File: config.mk
export PLATFORM = sky130hd
export DESIGN_NAME = rs_fu_issue_ctrl
export DESIGN_NICKNAME = d
export VERILOG_FILES = /design/src/rtl/rs_sched_pkg.sv /design/src/rtl/rs_rr_first_set.sv /design/src/rtl/rs_fu_issue_ctrl.sv
export SDC_FILE = /design/constraint.sdc
export NUM_CORES = 1
export LEC_CHECK = 0
export ABC_AREA = 1
export CAP_MARGIN = 30
export CORE_MARGIN = 4
export CORE_UTILIZATION = 54
export CTS_CLUSTER_SIZE = 30
export DETAILED_ROUTE_END_ITERATION = 7
export GPL_TIMING_DRIVEN = 1
export PLACE_DENSITY = 0.83
export SLEW_MARGIN = 10
export SYNTH_ARGS = -nofsm -noshare
export SYNTH_HDL_FRONTEND = slang
export SYNTH_SLANG_ARGS = --single-unit
File: constraint.sdc
create_clock -name clk -period 7.1 [get_ports clk]
set_input_delay 1.42 -clock clk [delete_from_list [all_inputs] [get_ports clk]]
set_output_delay 1.42 -clock clk [all_outputs]
set_load 0.005 [all_outputs]
File: src/rtl/rs_sched_pkg.sv
// Shared scheduler definitions: default sizing constants and index/latency
// typedefs used by the reservation-station blocks.
package rs_sched_pkg;

  localparam int NUM_OF_RS_DEF    = 8;
  localparam int NUM_OF_FU_DEF    = 2;
  localparam int LAT_WIDTH_DEF    = 4;
  localparam int RS_IDX_WIDTH_DEF = $clog2(NUM_OF_RS_DEF);
  localparam int FU_IDX_WIDTH_DEF = (NUM_OF_FU_DEF <= 1) ? 1 : $clog2(NUM_OF_FU_DEF);

  typedef logic [RS_IDX_WIDTH_DEF-1:0] rs_idx_t;
  typedef logic [FU_IDX_WIDTH_DEF-1:0] fu_idx_t;
  typedef logic [LAT_WIDTH_DEF-1:0]    lat_t;

endpackage

File: src/rtl/rs_rr_first_set.sv
// Finds the first set request bit at or after a start pointer, wrapping
// from the top index back to 0.
module rs_rr_first_set #(
  parameter int N  = 8,
  parameter int IW = 3
) (
  input  logic [N-1:0]  req_i,
  input  logic [IW-1:0] start_i,
  output logic          found_o,
  output logic [IW-1:0] idx_o
);

  // Walk offsets from farthest to nearest so the nearest hit wins.
  always_comb begin
    int          pos;
    logic [IW-1:0] pidx;
    found_o = 1'b0;
    idx_o   = '0;
    pos     = 0;
    pidx    = '0;
    for (int k = N - 1; k >= 0; k--) begin
      pos = int'(start_i) + k;
      if (pos >= N) pos = pos - N;
      pidx = IW'(pos);
      if (req_i[pidx]) begin
        found_o = 1'b1;
        idx_o   = pidx;
      end
    end
  end

endmodule

File: src/rtl/rs_fu_issue_ctrl.sv
// Issue controller: matches eligible RS entries to free FUs with a
// round-robin start pointer, tracks FU occupancy and masks entries for
// the cycle after they issue.
module rs_fu_issue_ctrl
  import rs_sched_pkg::*;
#(
  parameter int NUM_OF_RS    = NUM_OF_RS_DEF,
  parameter int NUM_OF_FU    = NUM_OF_FU_DEF,
  parameter int LAT_WIDTH    = LAT_WIDTH_DEF,
  parameter int RS_IDX_WIDTH = $clog2(NUM_OF_RS),
  parameter int FU_IDX_WIDTH = (NUM_OF_FU <= 1) ? 1 : $clog2(NUM_OF_FU)
) (
  input  logic                              clk,
  input  logic                              rst,
  input  logic                              flush,
  input  logic [NUM_OF_RS-1:0]              rs_ready,
  input  logic [LAT_WIDTH*NUM_OF_RS-1:0]    rs_latency,
  input  logic [NUM_OF_FU-1:0]              fu_stall,
  output logic [NUM_OF_RS-1:0]              rs_dispatch_en,
  output logic [FU_IDX_WIDTH*NUM_OF_RS-1:0] rs_fu_assign,
  output logic [NUM_OF_FU-1:0]              issue_valid,
  output logic [RS_IDX_WIDTH*NUM_OF_FU-1:0] issue_rs_idx,
  output logic [NUM_OF_FU-1:0]              fu_busy
);

  logic [RS_IDX_WIDTH-1:0]                 rr_ptr_q, rr_ptr_d;
  logic [NUM_OF_RS-1:0]                    issued_mask_q;
  logic [NUM_OF_FU-1:0][LAT_WIDTH-1:0]     busy_cnt_q;

  logic [NUM_OF_RS-1:0][LAT_WIDTH-1:0]     lat_arr;
  logic [NUM_OF_RS-1:0]                    eligible;
  logic [NUM_OF_FU-1:0][NUM_OF_RS-1:0]     avail;
  logic [NUM_OF_FU-1:0][NUM_OF_RS-1:0]     take;
  logic [NUM_OF_FU-1:0]                    found;
  logic [NUM_OF_FU-1:0]                    grant;
  logic [NUM_OF_FU-1:0][RS_IDX_WIDTH-1:0]  sel_idx;
  logic [NUM_OF_RS-1:0][FU_IDX_WIDTH-1:0]  assign_d;
  logic [NUM_OF_FU-1:0][RS_IDX_WIDTH-1:0]  issue_idx_d;

  assign lat_arr  = rs_latency;
  assign eligible = rs_ready & ~issued_mask_q;

  // One search stage per FU; each stage only sees entries the lower FUs left.
  genvar gi;
  generate
    for (gi = 0; gi < NUM_OF_FU; gi++) begin : g_fu
      if (gi == 0) begin : g_first
        assign avail[gi] = eligible;
      end else begin : g_rest
        assign avail[gi] = avail[gi-1] & ~take[gi-1];
      end

      rs_rr_first_set #(
        .N  (NUM_OF_RS),
        .IW (RS_IDX_WIDTH)
      ) u_find (
        .req_i   (avail[gi]),
        .start_i (rr_ptr_q),
        .found_o (found[gi]),
        .idx_o   (sel_idx[gi])
      );

      // Grants are suppressed entirely during reset and flush.
      assign grant[gi]   = found[gi] && (busy_cnt_q[gi] == '0) && !fu_stall[gi] && !rst && !flush;
      assign take[gi]    = grant[gi] ? (NUM_OF_RS'(1) << sel_idx[gi]) : '0;
      assign fu_busy[gi] = (busy_cnt_q[gi] != '0);

      // Occupancy counter: load latency-1 on grant, otherwise count down to 0.
      always_ff @(posedge clk) begin
        if (rst || flush) begin
          busy_cnt_q[gi] <= '0;
        end else if (grant[gi]) begin
          busy_cnt_q[gi] <= (lat_arr[sel_idx[gi]] == '0) ? '0 : lat_arr[sel_idx[gi]] - 1'b1;
        end else if (busy_cnt_q[gi] != '0) begin
          busy_cnt_q[gi] <= busy_cnt_q[gi] - 1'b1;
        end
      end
    end
  endgenerate

  // Fan grants out to per-entry and per-FU views; last granted FU sets the pointer.
  always_comb begin
    rs_dispatch_en = '0;
    assign_d       = '0;
    issue_idx_d    = '0;
    rr_ptr_d       = rr_ptr_q;
    for (int f = 0; f < NUM_OF_FU; f++) begin
      rs_dispatch_en = rs_dispatch_en | take[f];
      if (grant[f]) begin
        assign_d[sel_idx[f]] = FU_IDX_WIDTH'(f);
        issue_idx_d[f]       = sel_idx[f];
        rr_ptr_d = (sel_idx[f] == RS_IDX_WIDTH'(NUM_OF_RS - 1)) ? '0 : sel_idx[f] + 1'b1;
      end
    end
  end

  assign issue_valid  = grant;
  assign rs_fu_assign = assign_d;
  assign issue_rs_idx = issue_idx_d;

  // Pointer and just-issued mask; flush clears the mask but keeps fairness state.
  always_ff @(posedge clk) begin
    if (rst) begin
      rr_ptr_q      <= '0;
      issued_mask_q <= '0;
    end else if (flush) begin
      issued_mask_q <= '0;
    end else begin
      rr_ptr_q      <= rr_ptr_d;
      issued_mask_q <= rs_dispatch_en;
    end
  end

endmodule
==> metrics.txt, run 1 <==
status finished, violations left; failing checks DRC, setup timing; H-tree depth 1; initial DRC count just over 900; IO Count a little over 70; Core Area between 0.006 and 0.007 mm^2; initial antenna violation count 1; worst r2r dst busy_cnt_q[6]$_SDFFE_PP0P_; CTS Root Cell clkbuf_8; CP Launch Point rs_ready[1]; unrepaired setup endpoints after global routing true; layout cell share with drive strength beyond 1 roughly a third; Required @ worst endpoint ~5.7 ns; placed cells approximately 850; area share of the largest cell type after synthesis a little under a fifth; Synth Flop Type dfxtp_1; worst flop-to-flop path startpoint rr_ptr_q[1]$_SDFFE_PP0P_; vias in the first global route a little under 5k; Final Cell Area around 0.0055 mm^2; height of the chip 88.85 um; Fmax about 130 MHz; leading area contributor after synthesis nand2_1; port bufs 70; First-pass DRT Iterations 8; Rel. slew slack 61.64%; Post-DP HPWL between 10000 and 15000 um; critical path capture point type primary output; WHS Path Cells 2; total gr overflow 0; WHS Endpoint busy_cnt_q[5]$_SDFFE_PP0P_; clock sink count 19; Critical Path Fanout Max 5; post-synthesis sequential area ratio between 10% and 20%; Setup WS post-layout -0.3362 ns; Fin. Hold Viols 0; Routed WL per cell between 20 and 25 um; reg-to-reg slack, setup ~0.99 ns; setup violators final 17; GP Congestion approximately 0.99; # nets final about 870; die area around 0.008 mm^2; buffer and inverter count on the worst path 9; minimum clock period 7.436 ns; CTS tree yes; setup TNS -2.755 ns; P_leak 2.924 nW; clk buf depth 2; count leader, synth nand2_1; Period Utilization, post-route 104.7%; max cap viols 0; Hold Crit Class reg2reg; n_diodes 0; Critical Path AT between 6 and 7 ns; Synth area leaders nand2_1 19%, nand3_1 15%, dfxtp_1 11%; slowest cell on the critical path dlygate4sd2_1; Worst setup SP type primary input; Antenna Nets Post-Route 0; total number of vias around 5.7k; Crit path top cell by count nand2_1; HP Start busy_cnt_q[5]$_SDFFE_PP0P_; later-pin clock latency in the skew report approximately 0.30 ns; wirelength, routed around 18000 um; Via density 6.518; final std cells w/o fill 878; number of enable flip-flop cells after synthesis 0; P&R area growth vs syn 56.72%; Pwr Total ~3.4 mW; starting density of the core between 50 and 60%; cells after synthesis 636; YS warnings 0; Crit path max-delay family simple AND/OR/NAND/NOR gates; CTS Buf Count 3; r2r worst-path depth roughly 40; Mapped Area approximately 0.0035 mm^2; CP peak stage delay between 0.3 and 0.4 ns; Worst-path clk slew ~0.10 ns; PwrDens ~610 mW/mm^2; Crit Path Class in2out; # DRC 4; dpl cell area ~0.0049 mm^2; Max rail drop VDD between 0.4 and 0.5 mV; pin count of the biggest net entering global routing 23; width of the die 88.85 um; Rows 29; pre-CTS WS -0.4584 ns; post-synth net total about 700; Fin Clk Skew around 0.017 ns; most frequent cells after synthesis 175 x nand2_1, 109 x nand3_1, 81 x inv_1; Slew @ Worst Pin about 0.57 ns; synth unique cells 42; aggregate global-route resource usage 35.99%; ys async rst share 0%; global-route wire length before repair between 20000 and 25000 um; Final Slew Violations 0; Synth Area per Inst 5.550 um^2; #FFs+latches synth 19
-- metrics by stage --
step,hold WS [ns],util (%)
detailed placement,0.4631,76.43
floorplan,0.4421,-
finish,0.4787,87.11
global route,0.4956,87.11
global placement,0.4556,76.43
CTS,0.4762,81.34
-- power by group --
part | leakage, nW | internal [mW] | switching [mW]
Combinational | 2.74 | 1.17 | 1.97
Clock | 0.0255 | 0.0397 | 0.0589
Sequential | 0.155 | 0.131 | 0.0145
-- metal layers --
layer / vias to the layer above / wire [um] / GRT usage, %
met5: - / 8 / 0
met4: 2 / 1847 / 24.86
met3: 241 / 2290 / 4.283
met2: 613 / 8027 / 64.10
met1: 2484 / 5935 / 39.32
li1: 2383 / - / -
-- registers in the layout, indices dropped and copies added, names as in the netlist --
signal         cells
busy_cnt_q         8
rr_ptr_q           3
issued_mask_q      8
-- area by class of cell --
type / count / area, um^2
inverters: 94 / 357.8
multi-input cells: 503 / 3138
well taps: 77 / 96.34
flip-flops and latches: 19 / 380.4
fillers: 372 / 818.3
clock buffers: 3 / 41.29
clock inverters: 1 / 5.005
repair buffers: 181 / 1513
-- placed cells by master (no fill, tap or decap), drive strengths merged --
master | synthesis | routed
buf | 15 | 113
clkdlybuf4s50 | 0 | 43
xnor2 | 3 | 3
dfxtp | 19 | 19
nor2 | 66 | 66
o31ai | 4 | 4
nand3 | 119 | 119
xor2 | 5 | 5
o21ai | 29 | 29
ha | 18 | 18
dlymetal6s2s | 0 | 3
nand3b | 5 | 5
nand2 | 200 | 200
a22oi | 3 | 3
a22o | 1 | 1
clkbuf | 5 | 6
o21bai | 2 | 2
a31oi | 4 | 4
dlygate4sd2 | 0 | 17
clkinv | 2 | 3
and2 | 2 | 2
nor4 | 1 | 1
o22ai | 2 | 2
nand4 | 4 | 4
nor3 | 2 | 2
clkdlybuf4s15 | 0 | 2
a21oi | 31 | 31
a221oi | 2 | 2
inv | 92 | 92
-- worst max-delay path by stage --
stage / end / slack (ns) / cells after the start
CTS: rs_fu_assign[0] / -0.11 / 37
detailed placement: rs_dispatch_en[2] / -0.46 / 35
finish: rs_dispatch_en[6] / -0.34 / 36
global route: rs_dispatch_en[6] / -0.85 / 36
floorplan: rs_dispatch_en[7] / 0.55 / 35
global placement: rs_dispatch_en[7] / -0.31 / 35
-- cell families after synthesis --
family	share of synthesized area [%]
adder cells (fa/ha/maj)	6.381
AND/OR/NAND/NOR	52.32
XOR/XNOR	3.262
buffers and inverters	14.29
flip-flops	10.78
AO/OA/AOI/OAI	12.97
-- tightest hold or removal path: cells and delay by family (launching register included) --
kind	cells	cell delay, ns
compound gates	1	0.05
flops	1	0.33
simple gates	1	0.06
-- what timing repair did --
| action | CTS | global route |
|---|---|---|
| pin swaps | 15 | 23 |
| gates resized for setup | 85 | 74 |
| endpoints found under the hold margin | 0 | 0 |
| endpoints found under the setup margin | 20 | 20 |
| hold buffers | 0 | 0 |
| buffers inserted | 11 | 10 |
(Power assumes the default switching activity.)
==> inputs of run 2 (changes only) <==
--- a/config.mk
+++ b/config.mk
@@ -7,8 +7,10 @@
 export LEC_CHECK = 0
 export ABC_AREA = 1
 export CAP_MARGIN = 30
+export CELL_PAD_IN_SITES_DETAIL_PLACEMENT = 1
+export CELL_PAD_IN_SITES_GLOBAL_PLACEMENT = 1
 export CORE_MARGIN = 4
-export CORE_UTILIZATION = 54
+export CORE_UTILIZATION = 36
 export CTS_CLUSTER_SIZE = 30
 export DETAILED_ROUTE_END_ITERATION = 7
 export GPL_TIMING_DRIVEN = 1
==> metrics.txt, run 2 (synthesis gave the netlist of run 1 again) <==
worst r2r dst busy_cnt_q[5]$_SDFFE_PP0P_; Worst setup SP type primary input; max cap viols 0; n_diodes 0; Hold Slack between 0.5 and 0.6 ns; Fin Clk Skew 0.01254 ns; commonest non-fill, non-tap cell in the layout nand2_1; initial antenna violation count 0; clk buf depth 2; total gr overflow 0; clock sink count 19; r2r worst-path depth 41; placed cells 915; WHS Path Cells 2; buffer and inverter count on the worst path 9; initial DRC count between 300 and 400; H-tree depth 1; Crit path top cell by count nand3_2; IO Count roughly 70; CTS Root Cell clkbuf_8; # nets final 877; GR peak layer met2; Hold Crit Class reg2reg; GP Congestion about 0.96; # DRC 0; CTS Buf Count 3; pre-CTS WS -0.5373 ns; Crit. path cell count 35; Rel. slew slack between 50 and 60%; worst flop-to-flop path startpoint rr_ptr_q[0]$_SDFFE_PP0P_; failing checks setup timing; die area approximately 0.011 mm^2; final std cells w/o fill ~940; wirelength, routed 22560 um; met2 Use GR 57.01%; setup violators final 11; CP Capture Point rs_dispatch_en[4]; most frequent cells in the layout 154 x nand2_1, 119 x buf_4, 71 x inv_1, 61 x nand3_1, 49 x nor2_1; M3 GR Usage under 10%; CTS tree yes; reg-to-reg slack, setup just under 0.9 ns; Crit Path Class in2out; grt met1 use 31.31%; Required @ worst endpoint approximately 5.7 ns; P&R area growth vs syn 67.56%; unrepaired setup endpoints after global routing true; setup TNS -1.999 ns; CP peak stage delay about 0.47 ns; Critical Path AT a little over 6 ns; CTS Hold Bufs 0; Crit path max-delay family simple AND/OR/NAND/NOR gates; critical path capture point type primary output; biggest regs busy_cnt_q: 8 flops, issued_mask_q: 8 flops, rr_ptr_q: 3 flops; Worst-path clk slew 0.10 ns; Rows 35; global-route wire length before repair roughly 28000 um; width of the die ~110 um; total number of vias between 5k and 6k; height of the chip approximately 110 um; aggregate global-route resource usage between 20% and 30%; minimum clock period between 7 and 8 ns; Fmax roughly 130 MHz; later-pin clock latency in the skew report 0.30 ns; CP Launch Point rs_ready[6]; Antenna Nets Post-Route 0; pin count of the biggest net entering global routing 19; Fin. Hold Viols 0; Slew @ Worst Pin approximately 0.60 ns; Via density roughly 5.9; status finished, violations left; Routed WL per cell approximately 24 um; vias in the first global route 5730; layout cell share with drive strength beyond 1 ~38%; Final Slew Violations 0; port bufs 70; Post-DP HPWL 13130 um; Critical Path Fanout Max 5; Core Area ~0.0094 mm^2; Setup WS post-layout -0.3505 ns; starting density of the core roughly 38%; Period Utilization, post-route 104.9%; First-pass DRT Iterations 6; slowest cell on the critical path clkdlybuf4s50_1
run 2: cell types whose count changed in the layout (fill, tap and decap cells not counted), sizes merged:
cell	previous run	this run
buf	113	123
dlymetal6s2s	3	11
inv	92	90
clkinvlp	0	2
clkdlybuf4s50	43	46
clkbuf	6	11
dlygate4sd2	17	3
run 2: cell type report:
cell class                 count  area, um^2
clock buffer                   3       41.29
clock inverter                 1       5.005
fill                        1263        3457
inverter                      94       365.4
multi-input combinational    503        3344
sequential                    19       380.4
tap                          129       161.4
timing repair buffer         193        1617
run 2: tightest hold or removal path, stage by stage, from the launching register on:
cell     delay [ns]
dfxtp_1        0.34
nand2_1        0.08
a21oi_1        0.07
run 2: through the flow:
| stage | util [%] | cell area (um^2) |
|---|---|---|
| floorplan | - | 3530 |
| global placement | 53.28 | 4994 |
| detailed placement | 53.28 | 4994 |
| CTS | 57.00 | 5341 |
| global route | 63.11 | 5914 |
| finish | 63.11 | 5914 |
run 2: worst min path at each step:
stage                                          start                         end  slack [ns]
after floorplan           busy_cnt_q[5]$_SDFFE_PP0P_  busy_cnt_q[5]$_SDFFE_PP0P_        0.44
after global placement    busy_cnt_q[5]$_SDFFE_PP0P_  busy_cnt_q[5]$_SDFFE_PP0P_        0.46
after detailed placement  busy_cnt_q[5]$_SDFFE_PP0P_  busy_cnt_q[5]$_SDFFE_PP0P_        0.47
after CTS                 busy_cnt_q[5]$_SDFFE_PP0P_  busy_cnt_q[5]$_SDFFE_PP0P_        0.48
after global routing      busy_cnt_q[1]$_SDFFE_PP0P_  busy_cnt_q[1]$_SDFFE_PP0P_        0.57
final                     busy_cnt_q[5]$_SDFFE_PP0P_  busy_cnt_q[5]$_SDFFE_PP0P_        0.54
run 2: layer usage:
metal | vias up | part of all wire (%)
met4 | 0 | 9.2
li1 | 2410 | -
met2 | 369 | 48
met5 | - | 0
met3 | 169 | 6.8
met1 | 2623 | 36
run 2: what timing repair did:
item,CTS,global route
gates cloned,0,1
gates resized for setup,76,130
endpoints found under the hold margin,0,0
setup endpoints to repair,20,20
setup buffers,9,13
pin swaps,21,39
Power of run 2 is not shown: default switching activity piles up to over one toggle a cycle in this logic, so the estimate is an artifact.
